<file path="src/rtl/ps2_pkg.sv">
// Shared PS/2 definitions for the host transmitter and the keyboard receive controller.
package ps2_pkg;

  typedef enum logic [2:0] {
    IDLE,
    INHIBIT,
    RTS,
    SHIFT,
    WAIT_ACK,
    WAIT_IDLE,
    FAIL
  } ps2_tx_state_t;

  localparam int PS2_DATA_BITS   = 8;
  localparam int PS2_FRAME_FALLS = 11;

  localparam logic [7:0] PS2_CMD_SET_LEDS = 8'hED;
  localparam logic [7:0] PS2_CMD_ENABLE   = 8'hF4;
  localparam logic [7:0] PS2_CMD_RESET    = 8'hFF;
  localparam logic [7:0] PS2_RESP_ACK     = 8'hFA;

  function automatic logic odd_parity(input logic [7:0] d);
    return ~^d;
  endfunction

endpackage

</file>
<file path="src/rtl/ps2_sync_edge.sv">
// PS/2 line synchronizer with falling-edge detect on the clock line.
// Latency: SYNC_STAGES cycles to clk_s/data_s; fall is combinational from the last stage.
// Backpressure: none; free-running sampler.
module ps2_sync_edge #(
  parameter int SYNC_STAGES = 2
) (
  input  logic clk,
  input  logic rst_n,
  input  logic clk_i,
  input  logic data_i,
  output logic clk_s,
  output logic data_s,
  output logic fall
);

  logic [SYNC_STAGES-1:0] clk_sr;
  logic [SYNC_STAGES-1:0] data_sr;
  logic                   clk_prev;

  // Idle PS/2 lines float high, so reset to 1 to avoid a false fall after reset.
  always_ff @(posedge clk or negedge rst_n) begin
    if (!rst_n) begin
      clk_sr   <= '1;
      data_sr  <= '1;
      clk_prev <= 1'b1;
    end else begin
      clk_sr   <= {clk_sr[SYNC_STAGES-2:0], clk_i};
      data_sr  <= {data_sr[SYNC_STAGES-2:0], data_i};
      clk_prev <= clk_sr[SYNC_STAGES-1];
    end
  end

  assign clk_s  = clk_sr[SYNC_STAGES-1];
  assign data_s = data_sr[SYNC_STAGES-1];
  assign fall   = clk_prev & ~clk_s;

endmodule

</file>
<file path="src/rtl/ps2_host_tx.sv">
// PS/2 host-to-device command transmitter: inhibit, request-to-send, device-clocked shift, ack.
// Latency: INHIBIT_CYCLES plus 11 device clock periods per attempt; done/err are one-cycle pulses.
// Backpressure: tx_ready low while busy; PS2_HOST_TX_RETRY_EN resends up to twice before err.
module ps2_host_tx
  import ps2_pkg::*;
#(
  parameter int INHIBIT_CYCLES = 5000,
  parameter int TIMEOUT_CYCLES = 750000,
  parameter int SYNC_STAGES    = 2
) (
  input  logic       clk,
  input  logic       rst_n,
  input  logic       tx_valid,
  input  logic [7:0] tx_data,
  output logic       tx_ready,
  output logic       busy,
  output logic       done,
  output logic       err,
  input  logic       ps2_clk_i,
  input  logic       ps2_data_i,
  output logic       ps2_clk_oe,
  output logic       ps2_data_oe
);

  localparam int INH_W = (INHIBIT_CYCLES > 1) ? $clog2(INHIBIT_CYCLES) : 1;
  localparam int TMO_W = (TIMEOUT_CYCLES > 1) ? $clog2(TIMEOUT_CYCLES) : 1;
  localparam logic [INH_W-1:0] INH_LAST   = INH_W'(INHIBIT_CYCLES - 1);
  localparam logic [TMO_W-1:0] TMO_LAST   = TMO_W'(TIMEOUT_CYCLES - 1);
  localparam logic [3:0]       PARITY_IDX = 4'(PS2_DATA_BITS);
  localparam logic [3:0]       STOP_IDX   = 4'(PS2_FRAME_FALLS - 2);

  ps2_tx_state_t    state;
  logic [7:0]       byte_q;
  logic             parity_q;
  logic [3:0]       bit_idx;
  logic [INH_W-1:0] inh_cnt;
  logic [TMO_W-1:0] tmo_cnt;
  logic             clk_s;
  logic             data_s;
  logic             fall;
  logic             timed;
`ifdef PS2_HOST_TX_RETRY_EN
  logic [1:0]       retry_cnt;
`endif

  ps2_sync_edge #(.SYNC_STAGES(SYNC_STAGES)) u_sync (
    .clk    (clk),
    .rst_n  (rst_n),
    .clk_i  (ps2_clk_i),
    .data_i (ps2_data_i),
    .clk_s  (clk_s),
    .data_s (data_s),
    .fall   (fall)
  );

  assign timed = (state == SHIFT) || (state == WAIT_ACK) || (state == WAIT_IDLE);

  always_ff @(posedge clk or negedge rst_n) begin
    if (!rst_n) begin
      state       <= IDLE;
      tx_ready    <= 1'b1;
      busy        <= 1'b0;
      done        <= 1'b0;
      err         <= 1'b0;
      ps2_clk_oe  <= 1'b0;
      ps2_data_oe <= 1'b0;
      byte_q      <= '0;
      parity_q    <= 1'b0;
      bit_idx     <= '0;
      inh_cnt     <= '0;
      tmo_cnt     <= '0;
`ifdef PS2_HOST_TX_RETRY_EN
      retry_cnt   <= '0;
`endif
    end else begin
      done <= 1'b0;
      err  <= 1'b0;
      if (timed && tmo_cnt == TMO_LAST) begin
        state <= FAIL;
      end else begin
        if (timed) tmo_cnt <= tmo_cnt + TMO_W'(1);
        case (state)
          IDLE: begin
            if (tx_valid) begin
              byte_q     <= tx_data;
              parity_q   <= odd_parity(tx_data);
              ps2_clk_oe <= 1'b1;
              inh_cnt    <= INH_W'(1);
              tx_ready   <= 1'b0;
              busy       <= 1'b1;
              state      <= INHIBIT;
`ifdef PS2_HOST_TX_RETRY_EN
              retry_cnt  <= '0;
`endif
            end
          end
          // Counting starts at 1 so the clock is held low for exactly INHIBIT_CYCLES, RTS included.
          INHIBIT: begin
            if (inh_cnt == INH_LAST) begin
              ps2_data_oe <= 1'b1;
              state       <= RTS;
            end else begin
              inh_cnt <= inh_cnt + INH_W'(1);
            end
          end
          RTS: begin
            ps2_clk_oe <= 1'b0;
            tmo_cnt    <= '0;
            bit_idx    <= '0;
            state      <= SHIFT;
          end
          SHIFT: begin
            if (fall) begin
              bit_idx <= bit_idx + 4'd1;
              if (bit_idx < PARITY_IDX) begin
                ps2_data_oe <= ~byte_q[bit_idx[2:0]];
              end else if (bit_idx == PARITY_IDX) begin
                ps2_data_oe <= ~parity_q;
              end else if (bit_idx == STOP_IDX) begin
                ps2_data_oe <= 1'b0;
                state       <= WAIT_ACK;
              end
            end
          end
          WAIT_ACK: begin
            if (fall) state <= data_s ? FAIL : WAIT_IDLE;
          end
          WAIT_IDLE: begin
            if (clk_s && data_s) begin
              done     <= 1'b1;
              tx_ready <= 1'b1;
              busy     <= 1'b0;
              state    <= IDLE;
            end
          end
          FAIL: begin
            ps2_clk_oe  <= 1'b0;
            ps2_data_oe <= 1'b0;
`ifdef PS2_HOST_TX_RETRY_EN
            if (retry_cnt != 2'd2) begin
              retry_cnt  <= retry_cnt + 2'd1;
              ps2_clk_oe <= 1'b1;
              inh_cnt    <= INH_W'(1);
              state      <= INHIBIT;
            end else begin
              err      <= 1'b1;
              tx_ready <= 1'b1;
              busy     <= 1'b0;
              state    <= IDLE;
            end
`else
            err      <= 1'b1;
            tx_ready <= 1'b1;
            busy     <= 1'b0;
            state    <= IDLE;
`endif
          end
          default: state <= IDLE;
        endcase
      end
    end
  end

endmodule

</file>
<file path="config.mk">
export PLATFORM = sky130hd
export DESIGN_NAME = ps2_host_tx
export DESIGN_NICKNAME = d
export VERILOG_FILES = /design/src/rtl/ps2_pkg.sv /design/src/rtl/ps2_sync_edge.sv /design/src/rtl/ps2_host_tx.sv
export SDC_FILE = /design/constraint.sdc
export NUM_CORES = 1
export LEC_CHECK = 0
export BUFFER_PORTS_ARGS = -buffer_cell sky130_fd_sc_hd__buf_2
export CAP_MARGIN = 20
export CORE_MARGIN = 2
export CORE_UTILIZATION = 40
export DETAILED_ROUTE_END_ITERATION = 16
export MAX_ROUTING_LAYER = met4
export SLEW_MARGIN = 10
export SYNTH_ARGS = -nofsm -noshare
export SYNTH_HDL_FRONTEND = slang
export SYNTH_SLANG_ARGS = --single-unit
</file>
<file path="constraint.sdc">
create_clock -name clk -period 2.17 [get_ports clk]
set_clock_uncertainty 0.2 [all_clocks]
set_input_delay 0.434 -clock clk [delete_from_list [all_inputs] [get_ports clk]]
set_output_delay 0.434 -clock clk [all_outputs]
set_load 0.005 [all_outputs]
</file>
[Word-level counts from Yosys, hierarchy flattened]
Cells that the tools add are included.
Storage, ports and cells
  bits in registers: 60
  input port bits: 13
  word-level logic and storage cells: 108
Operators by class
  $add $sub $neg: 3
  magnitude comparators: 2
  eq/ne operators: 24
  multiplexer cells: 38
  bitwise gates (word level): 5
  reductions and logical operators: 21
Operators by type and width (count)
  20-bit 2-to-1 mux: 2
  3-bit 2-to-1 mux: 9
  13-bit 2-to-1 mux: 2
  13-bit case mux with 2 select lines: 1
  20-bit by 1-bit adder with 20-bit output, second input constant: 1
  20-bit == test, second input constant: 1
  3-bit case mux with 6 select lines: 1
  1-bit 2-to-1 mux: 15
  13-bit by 1-bit adder with 13-bit output, second input constant: 1
  13-bit == test, second input constant: 1
  3-bit inequality test, second input constant: 4
  3-bit == test, second input constant: 3
  1-bit case mux with 3 select lines: 3
  3-bit AND reduction: 3
  4-bit == test, second input constant: 2
  2-bit inequality test, second input constant: 4
  4-bit case mux with 2 select lines: 1
  4-bit AND reduction: 2
  8-bit AND reduction: 1
  2-bit nonzero test: 4
  8-bit XNOR reduction: 1
  3-bit by 2-bit == test with 1-bit output, second input constant: 2
  3-bit by 1-bit inequality test with 1-bit output, second input constant: 2
  3-bit by 2-bit inequality test with 1-bit output, second input constant: 2
  other kinds (19): 25

[Depth between registers and ports, before layout]
  depth in word-level cells: 7
  mapped depth: 8
  depth with buffers taken out: 7

[Modules after synthesis]
Synthesis repeated with hierarchy kept, for this count alone.
Unflattened totals
  cell total of the unflattened synthesis: 324
  area total of the unflattened synthesis: 3265.6 um^2
By module, submodules not included
  ps2_host_tx: instances 1, cells an instance 318, area an instance 3120.5 um^2
  ps2_sync_edge: instances 1, cells an instance 6, area an instance 145.1 um^2

[Least setup slack after synthesis]
Ideal clock, no wire load.
  path type: reg-to-reg
  start: reg inh_cnt[0]
  end: reg state[1]
  library setup time: 129 ps
  data arrival time: 1671 ps
  required time: 1841 ps
  path slack: 170 ps
  cell stages (with the launch flop): 6
  buffers on the path: 0
  cell sequence: dfrtp_1 -> ha_1 -> and4_1 -> a311oi_1 -> nor3_1 -> a2111o_1
On the way
  word-level cells in the longest chain between the ends: 3
Ends and longest elaborated chain
  start, declared: RTL line ps2_host_tx.sv:36  | logic [INH_W-1:0] inh_cnt;
  start signal, assigned: RTL line ps2_host_tx.sv:103  | inh_cnt <= inh_cnt + INH_W'(1);
  13-bit == test: RTL line ps2_host_tx.sv:99  | if (inh_cnt == INH_LAST) begin
  3-bit inequality test (no line)
  8-bit AND reduction (no line)
  end signal, assigned: RTL line ps2_host_tx.sv:126  | if (fall) state <= data_s ? FAIL : WAIT_IDLE;
  end, declared: RTL line ps2_host_tx.sv:32  | ps2_tx_state_t state;
No other way between the ends.
A chain may end at the register's enable or synchronous reset.

[Worst setup path after layout]
  start: reg tmo_cnt[15]
  end: reg ps2_data_oe
On the way
  word-level cells in the longest chain between the ends: 4
Ends and longest elaborated chain
  start, declared: RTL line ps2_host_tx.sv:37  | logic [TMO_W-1:0] tmo_cnt;
  start signal, assigned: RTL line ps2_host_tx.sv:81  | if (timed) tmo_cnt <= tmo_cnt + TMO_W'(1);
  20-bit == test: RTL line ps2_host_tx.sv:78  | if (timed && tmo_cnt == TMO_LAST) begin
  1-bit logical AND: RTL line ps2_host_tx.sv:78
  1-bit inverter (no line)
  5-bit AND reduction (no line)
  end signal, assigned: RTL line ps2_host_tx.sv:116  | ps2_data_oe <= ~byte_q[bit_idx[2:0]];
  end signal, assigned: RTL line ps2_host_tx.sv:118  | ps2_data_oe <= ~parity_q;
  end, declared: RTL line ps2_host_tx.sv:22  | output logic ps2_data_oe
No other way between the ends.

==> qor.yml <==
post-route-period-util: 0.9492
status: "finished clean"
synthAdderAreaFrac: 0.01977
hold_viol: 0
clock_latency_ns: 0.34
initial_utilization: 0.4116
antenna_found_initial: 0
via_count: 2337
synth_top_family_by_area: "simple AND/OR/NAND/NOR gates"
synth_mux_area_frac: 0.06841
placed_area_sq_mm: 0.003522
port_buffers: 18
postSynthRegisterBits: 60
tritoncts: "built"
syn_inst: 301
cts.htree.levels: 3
maxCapViolations: 0
die_y_um: 92.94
dr.pass1.iters: 4
timing.rr.start: "tmo_cnt[15]"
combPwrFrac: 0.356
cts_inserted_buffers: 9
drtAntennaViolNets: 0
setup_viol: 0
finalMaxSlewViolations: 0
drive_above_1_share: 0.2188
power.switching_mw: 1.371
crit_required_ns: 2.19
totalNegativeSetupSlack_ns: 0
layout_commonest_cell: "dfrtp_1"
seq_power_share: 0.400
p_per_area_mw_per_mm2: 1048
start_kind: "register"
synth_cell_types: 51
cts.reportedPaths.clkPinSlew_ns: 0.07
core_area_sq_mm: 0.007687
clock-root-buffer: "clkbuf_8"
io_pins: 19
rows: 32
clkPwrFrac: 0.244
die-area_sq_mm: 0.008638
synth_edf_count: 0
drt-initial-drc-count: 87
wl_per_cell_um: 14.07
grt_start_max_net_pins: 61
grt_usage: 0.1680
post-route-cell-area_sq_mm: 0.003769
clock-sinks: 60
layout.nets: 365
drc: 0
syn_area_sq_mm: 0.003164
synthXorXnorAreaFrac: 0.09134
dp_hpwl_um: 4451
min_path_type: "in2reg"
critPathCaptureType: "register"
layout_common_cells: "dfrtp_1 (54), nor2_1 (38), buf_4 (23), xor2_1 (21), buf_2 (18)"
cp_max_fo: 5
synth_seq_area_share: 0.4769
viasPerCell: 5.148
async_flop_share: 1.000
gr-total-overflow: 0
worst_pin_slew_ns: 0.4082
synth-compound-area-share: 0.09213
rsz0062_at_grt: "no"
die_w_um: 92.94
cts_buffer_depth: 2
max_freq_mhz: 485.5
synth_warnings: 0
period_minus_slack_ns: 2.060
setup.worst_path.start: "tmo_cnt[15]"
crit_type: "reg2reg"
synthSimpleGateAreaFrac: 0.2301
area_growth_pct: 19.10
worstHoldStart: "tx_data[6]"
gp_congestion: 0.8452
vdd_ir_drop_max_v: 0.0006483
syn_area_per_cell_sq_um: 10.51
p_leak_nw: 1.715
synth_fp_nets: 319
num_antenna_cells: 0
synth_flop_cell: "dfrtp_1"
grt_pass1_wl_um: 11000
swShare: 0.3472
p_int_mw: 2.578
final_core_util: 0.4902
slew_headroom: 0.7269
grt_pass1_vias: 2320
cp.arrival_ns: 2.08
wirelength_um: 6390
==> repair_timing <==
| action | in CTS | in global routing |
|---|---|---|
| hold buffers | 3 | 0 |
| resized for setup | 0 | 4 |
| setup buffers | 0 | 1 |
| hold endpoints to repair | 56 | 0 |
| endpoints found under the setup margin | 0 | 9 |
==> logic make-up (layout without fill, tap and decap cells) <==
family          after synthesis  after routing
mux                          18             18
fa+ha+maj                     5              5
buf+inv                      16             67
flops                        60             60
compound gates               39             39
simple gates                130            130
xor+xnor                     33             33
==> final cells by class <==
cell class / count / area, sq um
clock buffer: 11 / 131.4
inverter: 6 / 22.52
fill: 729 / 3919
timing repair buffer: 45 / 312.8
tap: 102 / 127.6
clock inverter: 5 / 52.55
sequential: 60 / 1509
multi-input combinational: 225 / 1613
==> routing by layer <==
layer / vias to the layer above / wire [um] / GRT usage
li1: 1170 / - / -
met1: 1123 / 3090 / 0.2118
met2: 36 / 2983 / 0.2524
met3: 8 / 208 / 0.05777
met4: 0 / 107 / 0.06005
met5: - / 0 / -
==> synth_stat cells, types with 3 or more instances <==
library cell / n / area share
a21oi_1: 6 / 0.0095
and2_1: 5 / 0.0099
and3_1: 13 / 0.026
buf_2: 6 / 0.0095
dfrtp_1: 54 / 0.43
dfstp_2: 6 / 0.050
ha_1: 5 / 0.020
inv_1: 6 / 0.0071
mux2_1: 9 / 0.032
mux2i_1: 7 / 0.022
nand2_1: 15 / 0.018
nand2b_1: 6 / 0.012
nand3_1: 14 / 0.022
nand4_1: 11 / 0.022
nor2_1: 38 / 0.045
nor2b_1: 5 / 0.0099
nor3_1: 4 / 0.0063
nor4b_1: 3 / 0.0083
o211ai_1: 7 / 0.017
o21ai_0: 3 / 0.0047
o21ai_1: 6 / 0.0095
xnor2_1: 12 / 0.033
xor2_1: 21 / 0.058
==> registers in the layout (all words and copies together) (netlist names), 2 cells and up <==
| register | flops |
|---|---|
| tmo_cnt | 20 |
| byte_q | 8 |
| u_sync.data_sr | 2 |
| inh_cnt | 13 |
| u_sync.clk_sr | 2 |
| state | 3 |
| bit_idx | 4 |
==> critical path, stage by stage, from the launching register on <==
cell and delay (ns):
dfrtp_1 0.40, nor4bb_1 0.40, nand4_2 0.24, nor2_1 0.28
nor3_1 0.09, mux2_1 0.32
==> power groups by stage <==
stage	registers [mW]	clock network (mW)	logic, mW
after floorplan	1.53	0	0.986
after global placement	1.59	0	1.38
after detailed placement	1.59	0	1.41
after CTS	1.58	0.994	1.41
after global routing	1.62	1.05	1.58
final	1.58	0.962	1.41
==> metrics by stage <==
stage	total power [mW]	hold slack, ns	instances	setup WS, ns
6_report	3.950	0.1318	454	0.1102
5_1_grt	4.254	0.1190	454	0.01420
2_1_floorplan	2.519	-0.06159	301	0.1703
3_5_place_dp	3.001	0.1484	434	0.1032
4_1_cts	3.983	0.1189	453	0.07769
3_3_place_gp	2.967	0.1466	434	0.09470
==> path summary, 6_finish.rpt <==
path,slack [ns],to,depth (start not counted)
worst max-delay path,0.11,ps2_data_oe,5
worst min-delay path,0.13,byte_q[6],2
worst max register to register,0.11,ps2_data_oe,5
worst min register to register,0.15,u_sync.clk_sr[1],0
max in group asynchronous,1.03,u_sync.clk_prev,3
min in group asynchronous,0.42,byte_q[4],3
(Power assumes the default switching activity.)
